**config.mk**
```make
export PLATFORM = sky130hd
export DESIGN_NAME = muldiv_unit_flat
export DESIGN_NICKNAME = d
export VERILOG_FILES = /design/src/rtl/muldiv_pkg.sv /design/src/rtl/muldiv_if.sv /design/src/rtl/muldiv_unit.sv /design/src/flat_wrapper.sv
export SDC_FILE = /design/constraint.sdc
export NUM_CORES = 1
export LEC_CHECK = 0
export CORE_MARGIN = 2
export CORE_UTILIZATION = 38
export DETAILED_ROUTE_END_ITERATION = 10
export PLACE_DENSITY_LB_ADDON = 0.05
export SLEW_MARGIN = 20
export SYNTH_ARGS = -nofsm -noshare
export SYNTH_HDL_FRONTEND = slang
export SYNTH_SLANG_ARGS = --single-unit
```
**constraint.sdc**
```tcl
create_clock -name clk -period 4.35 [get_ports clk]
set_input_delay 0.435 -clock clk [delete_from_list [all_inputs] [get_ports clk]]
set_output_delay 0.435 -clock clk [all_outputs]
set_load 0.05 [all_outputs]
```
**src/rtl/muldiv_pkg.sv**
```systemverilog
// Shared encodings and constants for the iterative RV32M multiply/divide unit.
package muldiv_pkg;
  localparam int ITER  = 32;
  localparam int CNT_W = 5;

  typedef enum logic [2:0] {
    OP_MUL    = 3'd0,
    OP_MULH   = 3'd1,
    OP_MULHSU = 3'd2,
    OP_MULHU  = 3'd3,
    OP_DIV    = 3'd4,
    OP_DIVU   = 3'd5,
    OP_REM    = 3'd6,
    OP_REMU   = 3'd7
  } op_e;

  typedef enum logic [1:0] {IDLE, CALC, FIX, DONE} state_e;

  function automatic logic is_div(op_e op);
    return op[2];
  endfunction
endpackage

```
**src/rtl/muldiv_if.sv**
```systemverilog
// Request/completion bundle between register-file read ports, muldiv_unit and write port 3.
interface muldiv_if #(parameter int XLEN = 32);
  logic            start;
  logic            kill;
  logic [2:0]      op;
  logic [XLEN-1:0] rs1_data;
  logic [XLEN-1:0] rs2_data;
  logic [4:0]      rd_addr;
  logic            busy;
  logic            done;
  logic [4:0]      rd_out;
  logic [XLEN-1:0] result;

  modport master (output start, kill, op, rs1_data, rs2_data, rd_addr,
                  input  busy, done, rd_out, result);
  modport slave  (input  start, kill, op, rs1_data, rs2_data, rd_addr,
                  output busy, done, rd_out, result);
endinterface

```
**src/rtl/muldiv_unit.sv**
```systemverilog
// Iterative RV32M multiply/divide: shift-add multiply or restoring divide over
// ITER cycles on magnitudes, sign fix-up in FIX, one-cycle done pulse in DONE.
module muldiv_unit import muldiv_pkg::*; #(
  parameter int XLEN = 32
) (
  input  logic     clk,
  input  logic     reset_n,
  muldiv_if.slave  bus
);
  localparam logic [XLEN-1:0] SMIN = {1'b1, {(XLEN-1){1'b0}}};

  state_e            state, state_nxt;
  op_e               op_in, op_q;
  logic              accept;
  logic              sgn_a, sgn_b, a_neg_in, b_neg_in;
  logic [XLEN-1:0]   a_mag_in, b_mag_in;
  logic              div_zero, div_ovf, special;
  logic [XLEN-1:0]   special_val;

  logic              a_neg, res_neg;
  logic [XLEN-1:0]   opnd;
  logic [2*XLEN-1:0] acc, acc_nxt, mul_nxt, div_nxt, prod;
  logic [CNT_W-1:0]  cnt;
  logic [XLEN:0]     mul_sum, div_part;
  logic              div_lt;
  logic [XLEN-1:0]   div_dif, quo, rem, fix_val;

  assign op_in  = op_e'(bus.op);
  assign accept = bus.start & ~bus.kill & (state == IDLE || state == DONE);

  // Operand decode at launch: magnitudes, sign flags and the short-circuit cases.
  always_comb begin
    sgn_a       = !(op_in == OP_MULHU || op_in == OP_DIVU || op_in == OP_REMU);
    sgn_b       = sgn_a && (op_in != OP_MULHSU);
    a_neg_in    = sgn_a & bus.rs1_data[XLEN-1];
    b_neg_in    = sgn_b & bus.rs2_data[XLEN-1];
    a_mag_in    = a_neg_in ? -bus.rs1_data : bus.rs1_data;
    b_mag_in    = b_neg_in ? -bus.rs2_data : bus.rs2_data;
    div_zero    = is_div(op_in) && (bus.rs2_data == '0);
    div_ovf     = (op_in == OP_DIV || op_in == OP_REM) &&
                  (bus.rs1_data == SMIN) && (bus.rs2_data == '1);
    special     = div_zero | div_ovf;
    special_val = '0;
    if (div_zero)
      special_val = (op_in == OP_DIV || op_in == OP_DIVU) ? '1 : bus.rs1_data;
    else if (op_in == OP_DIV)
      special_val = SMIN;
  end

  // One iteration. Multiply shifts the product right through acc; divide shifts
  // {rem, dividend/quotient} left and subtracts the divisor when it fits.
  always_comb begin
    mul_sum  = {1'b0, acc[2*XLEN-1:XLEN]} + {1'b0, opnd};
    mul_nxt  = acc[0] ? {mul_sum, acc[XLEN-1:1]} : {1'b0, acc[2*XLEN-1:1]};
    div_part = acc[2*XLEN-1:XLEN-1];
    div_lt   = div_part < {1'b0, opnd};
    div_dif  = div_part[XLEN-1:0] - opnd;
    div_nxt  = {div_lt ? div_part[XLEN-1:0] : div_dif, acc[XLEN-2:0], ~div_lt};
    acc_nxt  = is_div(op_q) ? div_nxt : mul_nxt;
  end

  always_comb begin
    prod    = res_neg ? -acc : acc;
    quo     = res_neg ? -acc[XLEN-1:0] : acc[XLEN-1:0];
    rem     = a_neg ? -acc[2*XLEN-1:XLEN] : acc[2*XLEN-1:XLEN];
    fix_val = rem;
    case (op_q)
      OP_MUL:                        fix_val = prod[XLEN-1:0];
      OP_MULH, OP_MULHSU, OP_MULHU:  fix_val = prod[2*XLEN-1:XLEN];
      OP_DIV, OP_DIVU:               fix_val = quo;
      default:                       fix_val = rem;
    endcase
  end

  always_ff @(posedge clk or negedge reset_n)
    if (!reset_n) state <= IDLE;
    else          state <= state_nxt;

  always_comb begin
    state_nxt = state;
    case (state)
      IDLE:    if (accept) state_nxt = special ? DONE : CALC;
      CALC:    if (cnt == CNT_W'(ITER-1)) state_nxt = FIX;
      FIX:     state_nxt = DONE;
      default: state_nxt = accept ? (special ? DONE : CALC) : IDLE;
    endcase
    if (bus.kill) state_nxt = IDLE;
  end

  always_comb begin
    bus.busy = (state == CALC) || (state == FIX);
    bus.done = (state == DONE);
  end

  always_ff @(posedge clk or negedge reset_n) begin
    if (!reset_n) begin
      op_q       <= OP_MUL;
      a_neg      <= 1'b0;
      res_neg    <= 1'b0;
      opnd       <= '0;
      acc        <= '0;
      cnt        <= '0;
      bus.rd_out <= '0;
      bus.result <= '0;
    end else if (accept) begin
      op_q       <= op_in;
      a_neg      <= a_neg_in;
      res_neg    <= a_neg_in ^ b_neg_in;
      opnd       <= is_div(op_in) ? b_mag_in : a_mag_in;
      acc        <= {{XLEN{1'b0}}, is_div(op_in) ? a_mag_in : b_mag_in};
      cnt        <= '0;
      bus.rd_out <= bus.rd_addr;
      if (special) bus.result <= special_val;
    end else if (!bus.kill && state == CALC) begin
      acc <= acc_nxt;
      cnt <= cnt + 1'b1;
    end else if (!bus.kill && state == FIX) begin
      bus.result <= fix_val;
    end
  end
endmodule
```
**src/flat_wrapper.sv**
```systemverilog
// flat-port wrapper written by rule: the top's interface ports become plain ports
module muldiv_unit_flat import muldiv_pkg::*;
#(
  parameter int XLEN = 32
)
  (clk, reset_n, bus_start, bus_kill, bus_op, bus_rs1_data, bus_rs2_data, bus_rd_addr, bus_busy, bus_done, bus_rd_out, bus_result);
  muldiv_if #(.XLEN(XLEN)) bus_i ();
  input  logic clk;
  input  logic reset_n;
  input wire logic [$bits(bus_i.start)-1:0] bus_start;
  input wire logic [$bits(bus_i.kill)-1:0] bus_kill;
  input wire logic [$bits(bus_i.op)-1:0] bus_op;
  input wire logic [$bits(bus_i.rs1_data)-1:0] bus_rs1_data;
  input wire logic [$bits(bus_i.rs2_data)-1:0] bus_rs2_data;
  input wire logic [$bits(bus_i.rd_addr)-1:0] bus_rd_addr;
  output wire logic [$bits(bus_i.busy)-1:0] bus_busy;
  output wire logic [$bits(bus_i.done)-1:0] bus_done;
  output wire logic [$bits(bus_i.rd_out)-1:0] bus_rd_out;
  output wire logic [$bits(bus_i.result)-1:0] bus_result;
  assign bus_i.start = bus_start;
  assign bus_i.kill = bus_kill;
  assign bus_i.op = bus_op;
  assign bus_i.rs1_data = bus_rs1_data;
  assign bus_i.rs2_data = bus_rs2_data;
  assign bus_i.rd_addr = bus_rd_addr;
  assign bus_busy = bus_i.busy;
  assign bus_done = bus_i.done;
  assign bus_rd_out = bus_i.rd_out;
  assign bus_result = bus_i.result;
  muldiv_unit #(.XLEN(XLEN)) u_core (.clk(clk), .reset_n(reset_n), .bus(bus_i));
endmodule
```
==> PnR_summary.wiki <==
{| class="wikitable"
! Metric !! Value
|-
| Run status || finished, final reports clean
|-
| Number of antenna violations at the first check in global routing || 4
|-
| # setup viols final || 0
|-
| Row count || 73
|-
| Number of instances resized during post-cts repair || 0
|-
| Async SR Flop Fraction || 100%
|-
| Die width || 206 um
|-
| Synthesized-area fraction occupied by and/or/nand/nor cells || 20.7%
|-
| Total CTS buffers || 17
|-
| Class of the most critical hold timing path || in -> async
|-
| Critical path start-end classification || in -> reg
|-
| Nets || 2307
|-
| Buffer depth of the longest clock path || 2
|-
| Post-DP Area || 17300 um^2
|-
| Clk slew on worst S/H paths || 0.07 ns
|-
| Setup slack after placement || 0.111 ns
|-
| #FFs+latches synth || 145
|-
| CTS Hold Bufs || 0
|-
| Achievable frequency || 0.264 GHz
|-
| Tcrit/Tclk final || 87.1%
|-
| Buffer cell driving the clock tree root || clkbuf_16
|-
| Top Family by Delay on Critical Path || simple AND/OR/NAND/NOR gates
|-
| Number of global-route vias before repair || 15558
|-
| Maximum fanout encountered on the critical timing path || 4
|-
| Layout cell share with drive strength beyond 1 || 7.20%
|-
| Endpoint type of the worst setup path || flop
|-
| Clock net sink count || 145
|-
| Chain of cells forming the critical path || clkdlybuf4s50_1 > or4_1 > or4_1 > or4b_1 > or3_1 > o21ai_0 > xnor2_1 > o21ai_0 > o21ai_0
|-
| Utilization of the core after routing || 44.9%
|-
| Clk Latency, worst-skew pair || 0.47 ns
|-
| Mapped Avg Cell Area || 7.40 um^2
|-
| Critical path depth || 9
|-
| Endpoint of the worst-slack reg-to-reg timing path || u_core.bus.result[9]$_DFFE_PN0P_
|-
| Crit-path slowest cell || or4_1
|-
| Final Instance Area || 17900 um^2
|-
| Largest incremental delay on the critical path || 0.55 ns
|-
| Hold Worst Slack || 0.0349 ns
|-
| Setup repair after global routing missed its margin || no
|-
| Setup total negative slack || 0 ns
|-
| Setup slack on the worst flop-to-flop path || 0.64 ns
|-
| Cells after synthesis || 2092
|-
| Count of flip-flops with a built-in enable after synthesis || 0
|-
| Shortest period the worst path allows || 3.79 ns
|-
| Post CTS Setup Buffer Count || 0
|-
| Data arrival time at the worst-slack endpoint || 4.10 ns
|-
| Area fraction in compound gates after synthesis || 29.1%
|-
| Fill count || 4125
|-
| Worst setup slack after layout || 0.561 ns
|-
| Post-Layout Cell Count || 2695
|-
| Clock H-tree levels || 4
|-
| Final Max Slew Viols || 0
|-
| Die ar. || 42300 um^2
|-
| Total Wirelength || 66600 um
|-
| Cell repeated most along the worst path || o21ai_0
|-
| Via density || 6.12
|-
| HPWL Detailed || 51800 um
|-
| Worst Reg2Reg Path Length in Cells || 9
|-
| Vert. Die Dim || 206 um
|-
| RePlAce Congestion || 0.952
|-
| Post-synthesis instance area || 15500 um^2
|-
| Cell Pwr Density || 863 nW/um^2
|-
| Synthesized netlist net count || 2245
|-
| Final setup skew || 0.0141 ns
|-
| Number of buffers and inverters on the critical path || 1
|-
| Quantity of I/O buffers inserted on ports || 114
|-
| DR vias || 16487
|-
| Initial Util || 38.7%
|-
| Largest family of logic cells by synthesized area || compound AO/OA/AOI/OAI gates
|-
| Endpoint required time on the critical path || 4.66 ns
|-
| DR iter-0 viols || 1645
|-
| Adder-cell share of the synthesized area || 6.32%
|-
| Multiplexer share of the synthesized area || 4.44%
|-
| Synthesis-to-finish area growth || 16.0%
|-
| XOR/XNOR Fraction of Synth Area || 10.3%
|-
| Final Hold Viols || 0
|-
| Tightest Pin Transition || 1.01 ns
|-
| Maximum number of pins on one net before global-route repair || 84
|-
| Tot Pwr || 15.5 mW
|-
| Top flip-flop cell by instance count after synthesis || dfrtp_1
|-
| Cell count after placement || 2660
|-
| Boundary Pins || 115
|-
| Overall overflow remaining after global route || 0
|-
| Max_slew headroom || 32.5%
|-
| Reg-to-reg critical path startpoint || u_core.acc[12]$_DFFE_PN0P_
|-
| Number of DRC violations after detailed routing || 0
|-
| Detailed Routing Iterations Pass 1 || 6
|-
| Synth warnings || 0
|-
| Max cap viols || 0
|-
| Clock tree from TritonCTS || yes
|-
| Worst setup SP type || primary input
|-
| Detail Route Antenna Nets || 0
|-
| WL per Instance || 24.7 um
|-
| First-pass GRT wire length || 99800 um
|-
| Library cells used by synthesis || 75
|-
| Tot GR Track Use || 31.7%
|-
| Post-synthesis sequential area ratio || 23.5%
|-
| Core Region || 40000 um^2
|-
| Maximum ir drop on the vdd rail || 375 uV
|-
| Static leakage || 7.32 nW
|}
==> cell families after synthesis <==
logic type	Yosys count
mux	67
flops	145
xor+xnor	182
buf+inv	222
fa+ha+maj	77
simple gates	678
compound gates	721
==> worst register-to-register path, cell delays in order, from the launching register on <==
cell and delay (ns):
dfrtp_1 0.43, or3_4 0.44, or4_4 0.47, or4_1 0.64
or2_1 0.50, o21ai_2 0.24, xnor2_1 0.08, a222oi_1 0.35
a21oi_1 0.16, mux2_2 0.28
==> registers in the layout, summed over array words and instances (netlist names) <==
signal	flops
u_core.bus.result	32
u_core.cnt	5
u_core.a_neg	1
u_core.acc	64
u_core.bus.rd_out	5
u_core.res_neg	1
u_core.state	2
u_core.op_q	3
u_core.opnd	32
==> power breakdown <==
group | switching (mW) | internal, mW
logic | 6.85 | 4.16
clock network | 0.663 | 0.875
registers | 0.991 | 1.95
==> routing by layer <==
layer  GRT usage, %  vias up  wire [um]
met5              0        -          0
met4           12.4        0       2510
met3           6.22       89       5080
met2           47.4      655      28900
met1           44.7     7988      30100
li1               -     7755          -
==> final cells by class <==
type / count / area [um^2] / area share [%]
diodes: 3 / 7.51 / 0.0418
clock buffers: 20 / 457 / 2.54
clock inverters: 12 / 135 / 0.753
inverters: 69 / 259 / 1.44
multi-input cells: 1725 / 11000 / 61.3
flip-flops and latches: 145 / 3630 / 20.2
well taps: 525 / 657 / 3.66
repair buffers: 196 / 1800 / 10.0
==> synthesized netlist by cell type, types with 28 or more instances <==
| master | count | area, um^2 |
|---|---|---|
| o21ai_0 | 227 | 1140 |
| a21o_1 | 28 | 210 |
| a211oi_1 | 29 | 218 |
| inv_1 | 67 | 251 |
| a21oi_1 | 173 | 866 |
| clkbuf_1 | 130 | 488 |
| xor2_1 | 96 | 841 |
| nor2_1 | 177 | 664 |
| nand3_1 | 43 | 215 |
| nand2_1 | 226 | 848 |
| ha_1 | 75 | 938 |
| mux2i_1 | 54 | 541 |
| xnor2_1 | 86 | 753 |
| a31oi_1 | 30 | 188 |
| o31ai_1 | 28 | 210 |
| dfrtp_1 | 145 | 3630 |
| nor3_1 | 51 | 255 |
| o211ai_1 | 61 | 458 |
==> worst max-delay path by stage <==
stage	end	slack, ns	start
6_report	u_core.opnd[30]$_DFFE_PN0P_	0.56	bus_rs1_data[22]
5_1_grt	u_core.opnd[30]$_DFFE_PN0P_	0.42	bus_rs1_data[22]
4_1_cts	u_core.opnd[30]$_DFFE_PN0P_	0.60	bus_rs1_data[22]
3_5_place_dp	u_core.opnd[30]$_DFFE_PN0P_	0.11	bus_rs1_data[22]
3_3_place_gp	u_core.opnd[30]$_DFFE_PN0P_	0.22	bus_rs1_data[22]
2_1_floorplan	u_core.bus.result[21]$_DFFE_PN0P_	1.15	bus_rs1_data[22]
==> layout by cell type, fill, tap and decap left out, types with 30 or more instances in the layout <==
cell type and instances:
nand3_1 43, ha_1 75, a31oi_1 30, a21oi_1 172, nor3_1 50, dfrtp_1 144
xnor2_1 86, mux2i_1 54, inv_1 67, buf_4 80, o21ai_0 226, nor2_1 175
o211ai_1 61, nand2_1 226, clkdlybuf4s50_1 112, xor2_1 96
No activity file was read; power rests on OpenSTA's default activity.
==> RTL edit, RTL diff (same settings) <==
`XLEN` is set to 32 in 3 places; all go to 16.
--- a/src/rtl/muldiv_if.sv
+++ b/src/rtl/muldiv_if.sv
@@ -1,5 +1,5 @@
 // Request/completion bundle between register-file read ports, muldiv_unit and write port 3.
-interface muldiv_if #(parameter int XLEN = 32);
+interface muldiv_if #(parameter int XLEN = 16);
   logic            start;
   logic            kill;
   logic [2:0]      op;
--- a/src/rtl/muldiv_unit.sv
+++ b/src/rtl/muldiv_unit.sv
@@ -1,7 +1,7 @@
 // Iterative RV32M multiply/divide: shift-add multiply or restoring divide over
 // ITER cycles on magnitudes, sign fix-up in FIX, one-cycle done pulse in DONE.
 module muldiv_unit import muldiv_pkg::*; #(
-  parameter int XLEN = 32
+  parameter int XLEN = 16
 ) (
   input  logic     clk,
   input  logic     reset_n,
--- a/src/flat_wrapper.sv
+++ b/src/flat_wrapper.sv
@@ -1,7 +1,7 @@
 // flat-port wrapper written by rule: the top's interface ports become plain ports
 module muldiv_unit_flat import muldiv_pkg::*;
 #(
-  parameter int XLEN = 32
+  parameter int XLEN = 16
 )
   (clk, reset_n, bus_start, bus_kill, bus_op, bus_rs1_data, bus_rs2_data, bus_rd_addr, bus_busy, bus_done, bus_rd_out, bus_result);
   muldiv_if #(.XLEN(XLEN)) bus_i ();
Interface: changed (resized bus_result, bus_rs1_data and bus_rs2_data); port bits go from 115 to 67. No check against the original RTL was run, so the function may have changed too.
==> RTL edit against the original RTL <==
Cell area fell by 49%; synthesized area decreased by 48%; clock power down 47%; critical path depth unchanged; routed wire length fell by 58%; worst hold slack better by 0.063 ns; total power shrank 55%; synthesized cell count decreased by 50%; die area down 47%; setup slack better by 0.30 ns; global-route usage is 6.2 points lower; count of clock-buffer cells in the layout fell by 10; sequential cell count shrank 64; register-to-register slack better by 0.45 ns.
==> RTL edit: results <==
INSERT INTO impl_metrics (metric_group, metric, value, unit) VALUES
('setup_path', 'rr_startpoint', 'u_core.acc[17]$_DFFE_PN0P_', ''),
('cts', 'h-tree-depth', '3', ''),
('power', 'ir_worst_vdd', '0.0002234', 'V'),
('global_route', 'grt_max_degree', '52', ''),
('final_layout', 'stdcell_count', '1357', ''),
('synthesis', 'synth_area_per_cell', '7.647', 'um2'),
('place', 'gp_congestion', '0.8968', ''),
('power', 'p_leak', '3.777', 'nW'),
('timing', 'tightest_pin_transition', '0.9833', 'ns'),
('timing', 'finClkSkew', '0.009357', 'ns'),
('timing', 'fin_hold_ws', '0.09746', 'ns'),
('global_route', 'number_of_antenna_violations_at_the_first_check_in_global_routing', '0', ''),
('cts', 'numCtsBuffers', '9', ''),
('global_route', 'use_met1', '0.3598', ''),
('synthesis', 'mappedNetlistNets', '1139', ''),
('setup_path', 'worstSetupStartpoint', 'bus_rs2_data[8]', ''),
('synthesis', 'synth_top_cells_by_count', '103 x nand2_1, 91 x nor2_1, 90 x o21ai_0', ''),
('routing', 'postRouteWirelength', '28250', 'um'),
('place', 'placed_cells', '1341', ''),
('final_layout', 'antennaDiodeCount', '0', ''),
('routing', 'drt-initial-drc-count', '655', ''),
('setup_path', 'path_max_fanout', '14', ''),
('outcome', 'outcome', 'completed', ''),
('global_route', 'grt_pass1_vias', '7362', ''),
('place', 'placedInstanceArea', '0.008930', 'mm2');
==> RTL edit: cell types whose count changed after synthesis, moves of 22 or more <==
cell / unedited run / this run
a21oi_1: 173 / 83
nand2_1: 226 / 103
mux2i_1: 54 / 23
clkbuf_1: 130 / 58
xnor2_1: 86 / 55
o21ai_0: 227 / 90
xor2_1: 96 / 30
inv_1: 67 / 45
nor2_1: 177 / 91
o211ai_1: 61 / 29
dfrtp_1: 145 / 81
ha_1: 75 / 43
nor3_1: 51 / 25
==> RTL edit: cell type report <==
| cell class | count | area (um2) |
|---|---|---|
| tap | 275 | 344.1 |
| fill | 2181 | 11650 |
| clock inverter | 6 | 75.07 |
| multi-input combinational | 848 | 5540 |
| timing repair buffer | 92 | 848.3 |
| sequential | 81 | 2029 |
| inverter | 45 | 168.9 |
| clock buffer | 10 | 229.0 |
==> RTL edit: path summary, 6_finish.rpt <==
kind | cells past startpoint | end
worst min-delay path | 1 | u_core.acc[24]$_DFFE_PN0P_
worst max-delay path | 9 | u_core.bus.result[2]$_DFFE_PN0P_
min in group clk | 2 | u_core.bus.rd_out[4]$_DFFE_PN0P_
worst min register to register | 2 | u_core.bus.rd_out[4]$_DFFE_PN0P_
worst max register to register | 9 | u_core.bus.result[10]$_DFFE_PN0P_
max in group asynchronous | 2 | u_core.bus.result[2]$_DFFE_PN0P_
==> RTL edit: metrics by stage <==
step | total power [mW] | worst slack [ns]
after floorplan | 4.671 | 1.294
after global placement | 6.061 | 0.6214
after detailed placement | 6.055 | 0.4873
after CTS | 6.896 | 0.8502
after global routing | 7.462 | 0.6399
final | 6.913 | 0.8597
==> RTL edit: cell families (layout without fill, tap and decap cells) <==
| family | count (synthesis) | count (layout) | synth area share |
|---|---|---|---|
| AOI/OAI and AO/OA | 352 | 352 | 0.2860 |
| muxes | 25 | 25 | 0.03148 |
| xor gates and xnor gates | 85 | 85 | 0.09272 |
| DFF | 81 | 81 | 0.2525 |
| buffers and inverters | 121 | 153 | 0.05844 |
| adders and majority gates | 45 | 45 | 0.07200 |
| and+or+nand+nor | 341 | 341 | 0.2070 |
==> RTL edit: metal layers <==
metal	wire length [um]	part of all wire
met1	13170	0.47
met2	13040	0.46
met3	1410	0.050
met4	631	0.022
met5	0	0
==> RTL edit: power by group <==
group / switching (mW) / internal [mW] / total [mW]
sequential: 0.526 / 1.07 / 1.60
clock: 0.363 / 0.455 / 0.818
combinational: 2.73 / 1.77 / 4.50
total: 3.62 / 3.29 / 6.91
==> RTL edit: worst max-delay path, stage by stage <==
cell	delay [ns]
clkdlybuf4s50_1	0.48
or4_4	0.58
or4b_4	0.54
nor4_4	0.25
buf_4	0.20
o21bai_2	0.21
a21oi_1	0.37
a2111oi_0	0.52
a311oi_1	0.09
